`src/rtl/bcd_pkg.sv`:
```
// Shared BCD constants and the nibble validity check used by counters and display drivers.
package bcd_pkg;

    localparam int unsigned BCD_W = 4;
    localparam logic [BCD_W-1:0] BCD_MAX = 4'd9;
    localparam logic [BCD_W-1:0] BCD_MIN = 4'd0;

    function automatic logic is_bcd(input logic [BCD_W-1:0] nibble);
        return nibble <= BCD_MAX;
    endfunction

endpackage

```
`src/rtl/bcd_digit.sv`:
```
// Single BCD digit: loads a sanitised value or steps up/down with 9<->0 rollover.
module bcd_digit
    import bcd_pkg::*;
(
    input  logic             clk,
    input  logic             reset,
    input  logic             step,
    input  logic             up,
    input  logic             ld,
    input  logic [BCD_W-1:0] ld_val,
    output logic [BCD_W-1:0] dig,
    output logic             at_max,
    output logic             at_min
);

    logic [BCD_W-1:0] dig_q;
    logic [BCD_W-1:0] dig_d;

    assign at_max = (dig_q == BCD_MAX);
    assign at_min = (dig_q == BCD_MIN);
    assign dig    = dig_q;

    always_comb begin
        dig_d = dig_q;
        if (ld) begin
            // Non-BCD load nibbles collapse to 0 so no digit ever exceeds 9.
            dig_d = is_bcd(ld_val) ? ld_val : BCD_MIN;
        end else if (step) begin
            if (up) begin
                dig_d = at_max ? BCD_MIN : dig_q + 4'd1;
            end else begin
                dig_d = at_min ? BCD_MAX : dig_q - 4'd1;
            end
        end
    end

    always_ff @(posedge clk or negedge reset) begin
        if (!reset) begin
            dig_q <= BCD_MIN;
        end else begin
            dig_q <= dig_d;
        end
    end

endmodule

```
`src/rtl/bcd_counter_n.sv`:
```
// N-digit up/down BCD counter with validated parallel load, terminal count,
// registered wrap pulse and registered load-error pulse.
module bcd_counter_n
    import bcd_pkg::*;
#(
    parameter int unsigned DIGITS = 4
) (
    input  logic                    clk,
    input  logic                    reset,
    input  logic                    cnt_en,
    input  logic                    up,
    input  logic                    load,
    input  logic [BCD_W*DIGITS-1:0] d,
    output logic [BCD_W*DIGITS-1:0] q,
    output logic [DIGITS-2:0]       en,
    output logic                    tc,
    output logic                    wrap,
    output logic                    err
);

    logic [DIGITS-1:0] at_max;
    logic [DIGITS-1:0] at_min;
    logic [DIGITS-1:0] term;
    logic [DIGITS-1:0] step;
    logic [DIGITS-1:0] bad_nib;
    logic              count;
    logic              wrap_q, wrap_d;
    logic              err_q, err_d;

    assign count = cnt_en & ~load;

    for (genvar i = 0; i < DIGITS; i++) begin : g_digit
        bcd_digit u_digit (
            .clk    (clk),
            .reset  (reset),
            .step   (step[i]),
            .up     (up),
            .ld     (load),
            .ld_val (d[BCD_W*i +: BCD_W]),
            .dig    (q[BCD_W*i +: BCD_W]),
            .at_max (at_max[i]),
            .at_min (at_min[i])
        );

        assign term[i]    = up ? at_max[i] : at_min[i];
        assign bad_nib[i] = ~is_bcd(d[BCD_W*i +: BCD_W]);

        // A digit steps only when every lower digit is at its rollover value.
        if (i == 0) begin : g_lsd
            assign step[i] = count;
        end else begin : g_upper
            assign step[i] = count & (&term[i-1:0]);
        end
    end

    assign en = step[DIGITS-1:1];
    assign tc = &term;

    always_comb begin
        wrap_d = count & tc;
        err_d  = load & (|bad_nib);
    end

    always_ff @(posedge clk or negedge reset) begin
        if (!reset) begin
            wrap_q <= 1'b0;
            err_q  <= 1'b0;
        end else begin
            wrap_q <= wrap_d;
            err_q  <= err_d;
        end
    end

    assign wrap = wrap_q;
    assign err  = err_q;

endmodule

```
`config.mk`:
```
export PLATFORM = sky130hd
export DESIGN_NAME = bcd_counter_n
export DESIGN_NICKNAME = d
export VERILOG_FILES = /design/src/rtl/bcd_pkg.sv /design/src/rtl/bcd_digit.sv /design/src/rtl/bcd_counter_n.sv
export SDC_FILE = /design/constraint.sdc
export NUM_CORES = 1
export LEC_CHECK = 0
export CAP_MARGIN = 20
export CORE_MARGIN = 2
export CORE_UTILIZATION = 49
export DETAILED_ROUTE_END_ITERATION = 7
export PLACE_DENSITY_LB_ADDON = 0.15
export REMOVE_ABC_BUFFERS = 1
export SYNTH_ARGS = -nofsm -noshare
export SYNTH_HDL_FRONTEND = slang
export SYNTH_SLANG_ARGS = --single-unit
```
`constraint.sdc`:
```
create_clock -name clk -period 2.8 [get_ports clk]
set_clock_uncertainty 0.2 [all_clocks]
set_input_delay 0.56 -clock clk [delete_from_list [all_inputs] [get_ports clk]]
set_output_delay 0.56 -clock clk [all_outputs]
set_load 0.1 [all_outputs]
```
# After elaboration in Yosys (flattened, before gate mapping)
# Index checks and enable logic that the tools add are counted.
[classes] n_addsub=8 n_lt_le_gt_ge=4 eq_ne=4 n_mux=28 bitwise_logic=11 n_reduce_logical=12
[ops] operator="$mux W4" count=24
[ops] operator="$add A4 B1 Y4 const B" count=4
[ops] operator="$eq A4 B4 Y1 const B" count=4
[ops] operator="$le A4 B4 Y1 const B" count=4
[ops] operator="$logic_not A4 Y1" count=4
[ops] operator="$sub A4 B1 Y4 const B" count=4
[ops] operator="$reduce_bool A2 Y1" count=4
[ops] operator="$and A1 B1 Y1" count=6
[ops] operator="$not A1 Y1" count=5
[ops] operator="$mux W1" count=4
[ops] operator="$reduce_and A4 Y1" count=1
[ops] operator="$reduce_or A4 Y1" count=1
[ops] operator="$reduce_and A3 Y1" count=1
[ops] operator="$reduce_and A2 Y1" count=1
[totals] regBits=18 inputBits=21 out_inout_bits=22

# Longest topological paths before layout
# Gate-level depths: netlist (run 1).
[logic_depth] depth_word=6 ltp_mapped=7 mapped_depth_nobuf=5

# By module
# A second synthesis (run 1) with hierarchy kept.
[hier_totals] hier_cells=199 area_unflattened_um2=1652.8
[modules_own_cells] module="bcd_digit" instances=4 cells_each=44 area_per_inst_um2=356.6
[modules_own_cells] module="bcd_counter_n" instances=1 cells_each=23 area_per_inst_um2=226.5

# Least setup slack after synthesis (run 1)
# No wires, ideal clock.
[synth_path] path_type="reg2out" start="register g_digit[2].u_digit.dig_q[3]" end="output port tc" arrival_time_ns=3.140 slack_ns=-1.100 stages_incl_launch_ff=5 path_cell_list="dfrtp_1 and3_1 o21ai_1 or4_4 nor3_2"
[synth_via] elab_chain_len=3 elab_cells_between_ends=4 cone_classes="1 x eq/ne; 1 x mux; 2 x reduce/logical"
[synth_rtl] item="start, declared" line="bcd_digit.sv:16" text="logic [BCD_W-1:0] dig_q;"
[synth_rtl] item="start signal, assigned" line="bcd_digit.sv:41" text="dig_q <= dig_d;"
[synth_rtl] item="$eq A4 B4 Y1 / $logic_not A4 Y1 (equally long branches)" line="bcd_digit.sv:19, bcd_digit.sv:20"
[synth_rtl] item="$mux W1 *" line="bcd_counter_n.sv:45" text="assign term[i] = up ? at_max[i] : at_min[i];"
[synth_rtl] item="$reduce_and A4 Y1 *" line="bcd_counter_n.sv:57" text="assign tc = &term;"
[synth_rtl] item="end, declared" line="bcd_counter_n.sv:16" text="output logic tc,"
# Mark *: on every way between the ends. The rest lies on a longest branch, timed or not.

# Final worst setup path (run 1)
# Same ends and word-level chain as after synthesis.

==> metrics.yaml, run 1 <==
status: "finished, final reports clean"
dp_hpwl_um: 3540
slew_viol_final: 0
synth_cell_types: 59
syn2layout_area_growth_pct: 39.5
nNetsFinal: 295
htreeDepth: 1
start_util: 0.507
worstPathArrival_ns: 1.98
post-place-ws_ns: -0.439
cp-start-kind: "flop"
ys_seq_area_frac: 0.266
setup_viol: 0
drc: 0
die_h_um: 62.8
ant_nets: 0
drive_gt1_frac: 0.301
hold_viol_final: 0
antennaDiodeCount: 0
rows: 21
dr_wl_met2_um: 2480
drtPass1Iterations: 4
dr.first_iter.drc_count: 108
timing.fmax_ghz: 0.365
antenna_found_initial: 0
yosys_warnings: 0
r2r-start: "g_digit[0].u_digit.dig[1]"
async_reset_ff_frac: 1.00
cp_max_fo: 3
comb_power_share: 0.516
p_leak_nw: 0.978
cts_tree: "yes"
max_slew.worst_pin.slew_ns: 0.438
hp-class: "primary input to async pin"
insertion_delay_ns: 0.30
worst-setup-path-type: "flop to primary output"
synthFlopType: "dfrtp_1"
ios: 43
cellPowerDensity_nw_per_um2: 412
crit_start: "g_digit[2].u_digit.dig[3]"
max_slew_margin: 0.704
wl_per_cell_um: 15.3
synth_area_um2: 1690
cts.path.max_buffers: 2
path_delay_family: "simple AND/OR/NAND/NOR gates"
wl_met3_um: 184
p_int_mw: 0.503
ys_ff_latch: 18
crit_path_top_delay_cell: "or4_4"
cts_sinks: 18
nFillCells: 288
cp.required_ns: 2.04
path_cells: "nor3_4, o21ai_2, or4_4, nor3_4, buf_12"
die_w_um: 62.8
drt-total-wl_um: 4870
numCtsBuffers: 3
vias: 1877
port_buffers: 42
swShare: 0.482
wl_met1_um: 2180
grt_pass1_wl_um: 8290
vias_per_cell: 5.90
critical_path_buf_inv_count: 1
grt_pass1_vias: 1723
pwr-share-seq: 0.344
grt_util_all_layers: 0.258
synthCells: 217
dr.max_layer_used: "met4"
critPathMostFrequentCell: "nor3_4"
cts-root-buf: "clkbuf_4"
grt-ovfl-total: 0
grt_max_degree: 24
slowest_delay_ns: 0.52
clockPowerShare: 0.141
synth_edf_count: 0
netSwitchingPower_mw: 0.469
core_area_um2: 3340
fin_util: 0.708
die_area_um2: 3940
post-route-period-util: 0.979
clk_pin_slew_ns: 0.11
layout_setup_ws_ns: 0.0576
min_period_ns: 2.74
syn_area_per_cell_um2: 7.80
routabilityCongestion: 0.877
hold_ws_ns: 0.388
maxCapViolCount: 0
worst_setup_path_end_kind: "primary output"
ir_worst_vdd_mv: 0.245
[cell usage after synthesis (all sizes together), types with 2 or more instances]
| master | number | area, µm² |
|---|---|---|
| o21ai | 23 | 119 |
| dfrtp | 18 | 450 |
| nand2 | 16 | 60.1 |
| nor2 | 14 | 55.1 |
| a21oi | 13 | 65.1 |
| clkbuf | 13 | 48.8 |
| buf | 11 | 66.3 |
| nor3 | 9 | 77.6 |
| a31oi | 7 | 43.8 |
| nand3 | 7 | 35.0 |
| inv | 6 | 22.5 |
| and3 | 5 | 31.3 |
| or3 | 5 | 31.3 |
| nand2b | 4 | 25.0 |
| nand4b | 4 | 35.0 |
| nor2b | 4 | 25.0 |
| o211ai | 4 | 30.0 |
| o22ai | 4 | 25.0 |
| or4 | 4 | 33.8 |
| xnor2 | 4 | 35.0 |
| mux2 | 3 | 33.8 |
| mux2i | 3 | 30.0 |
| nand3b | 3 | 22.5 |
| a32oi | 2 | 17.5 |
| a41oi | 2 | 17.5 |
| and2 | 2 | 12.5 |
| nor4b | 2 | 32.5 |
| o311ai | 2 | 17.5 |
| o31ai | 2 | 15.0 |
| xor2 | 2 | 17.5 |
[layout make-up]
| class | instances | area, µm² | area share |
|---|---|---|---|
| flip-flops and latches | 18 | 450 | 0.191 |
| inverters | 6 | 22.5 | 0.00954 |
| multi-input cells | 169 | 1140 | 0.483 |
| clock buffers | 3 | 22.5 | 0.00954 |
| repair buffers | 76 | 668 | 0.283 |
| well taps | 46 | 57.6 | 0.0244 |
[cells in the final DEF, fill, tap and decap left out, types with 3 or more instances in the layout]
cell type,instances
clkbuf_4,3
o211ai_1,4
nand2b_1,4
or4_1,3
nand3b_1,3
and3_1,5
clkdlybuf4s50_1,18
buf_4,51
nor2_1,11
dfrtp_1,18
buf_12,4
inv_1,5
nand3_1,7
a21oi_1,13
nor2b_1,4
nand2_1,16
o21ai_0,19
mux2i_1,3
o22ai_1,4
o21ai_2,3
nand4b_1,4
nor3_4,3
nor3_1,3
mux2_2,3
or3_1,5
nor2_2,3
xnor2_1,4
nor3_2,3
a31oi_1,7
[power groups by stage]
stage | sequential, mW | combinational, mW | clock (mW)
final | 0.334 | 0.501 | 0.137
after global routing | 0.339 | 0.534 | 0.148
after CTS | 0.331 | 0.495 | 0.140
after detailed placement | 0.336 | 0.489 | 0
after global placement | 0.335 | 0.483 | 0
after floorplan | 0.512 | 0.140 | 0
[through the flow]
step           cells  instance area (µm²)  setup TNS (ns)  total power, mW
2_1_floorplan    193                 1580           -5.33            0.652
3_3_place_gp     312                 2280           -1.22            0.818
3_5_place_dp     312                 2280           -1.43            0.825
4_1_cts          316                 2330               0            0.966
5_1_grt          318                 2360        -0.00652             1.02
6_report         318                 2360               0            0.972
[logic make-up after synthesis]
family,Yosys count,synth area share
mux,6,0.0377
compound gates,72,0.274
xor+xnor,6,0.0310
flops,18,0.266
simple gates,85,0.310
buf+inv,30,0.0813
[state kept, by name, summed over array words and instances (netlist names)]
name / count
err: 1
g_digit.u_digit.dig: 16
wrap: 1
[worst paths after layout]
path / to / slack [ns] / cells past startpoint
max reg2reg: g_digit[3].u_digit.dig[0] / 0.52 / 6
max: tc / 0.06 / 5
min reg2reg: wrap / 0.49 / 3
min in group clk: wrap / 0.49 / 3
max in group asynchronous: g_digit[2].u_digit.dig[0] / 1.80 / 2
min: err / 0.39 / 2
[timing repair]
item,in CTS,in global routing
hold buffers,0,0
cloned,0,0
buffers inserted,1,2
endpoints found under the setup margin,4,3
pin swaps,3,5
resized for setup,8,7
[routing by layer]
metal  vias up  track usage
met2        44        0.454
li1        925            -
met5         -            0
met1       904        0.343
met3         4       0.0252
met4         0       0.0528
Note: power is estimated with default switching activity, not from simulation.
==> run 2, diff against run 1 <==
--- a/config.mk
+++ b/config.mk
@@ -5,7 +5,6 @@
 export SDC_FILE = /design/constraint.sdc
 export NUM_CORES = 1
 export LEC_CHECK = 0
-export CAP_MARGIN = 20
 export CORE_MARGIN = 2
 export CORE_UTILIZATION = 49
 export DETAILED_ROUTE_END_ITERATION = 7
==> results of run 2 <==
Final layout, timing and power as in run 1 (identical DEF).
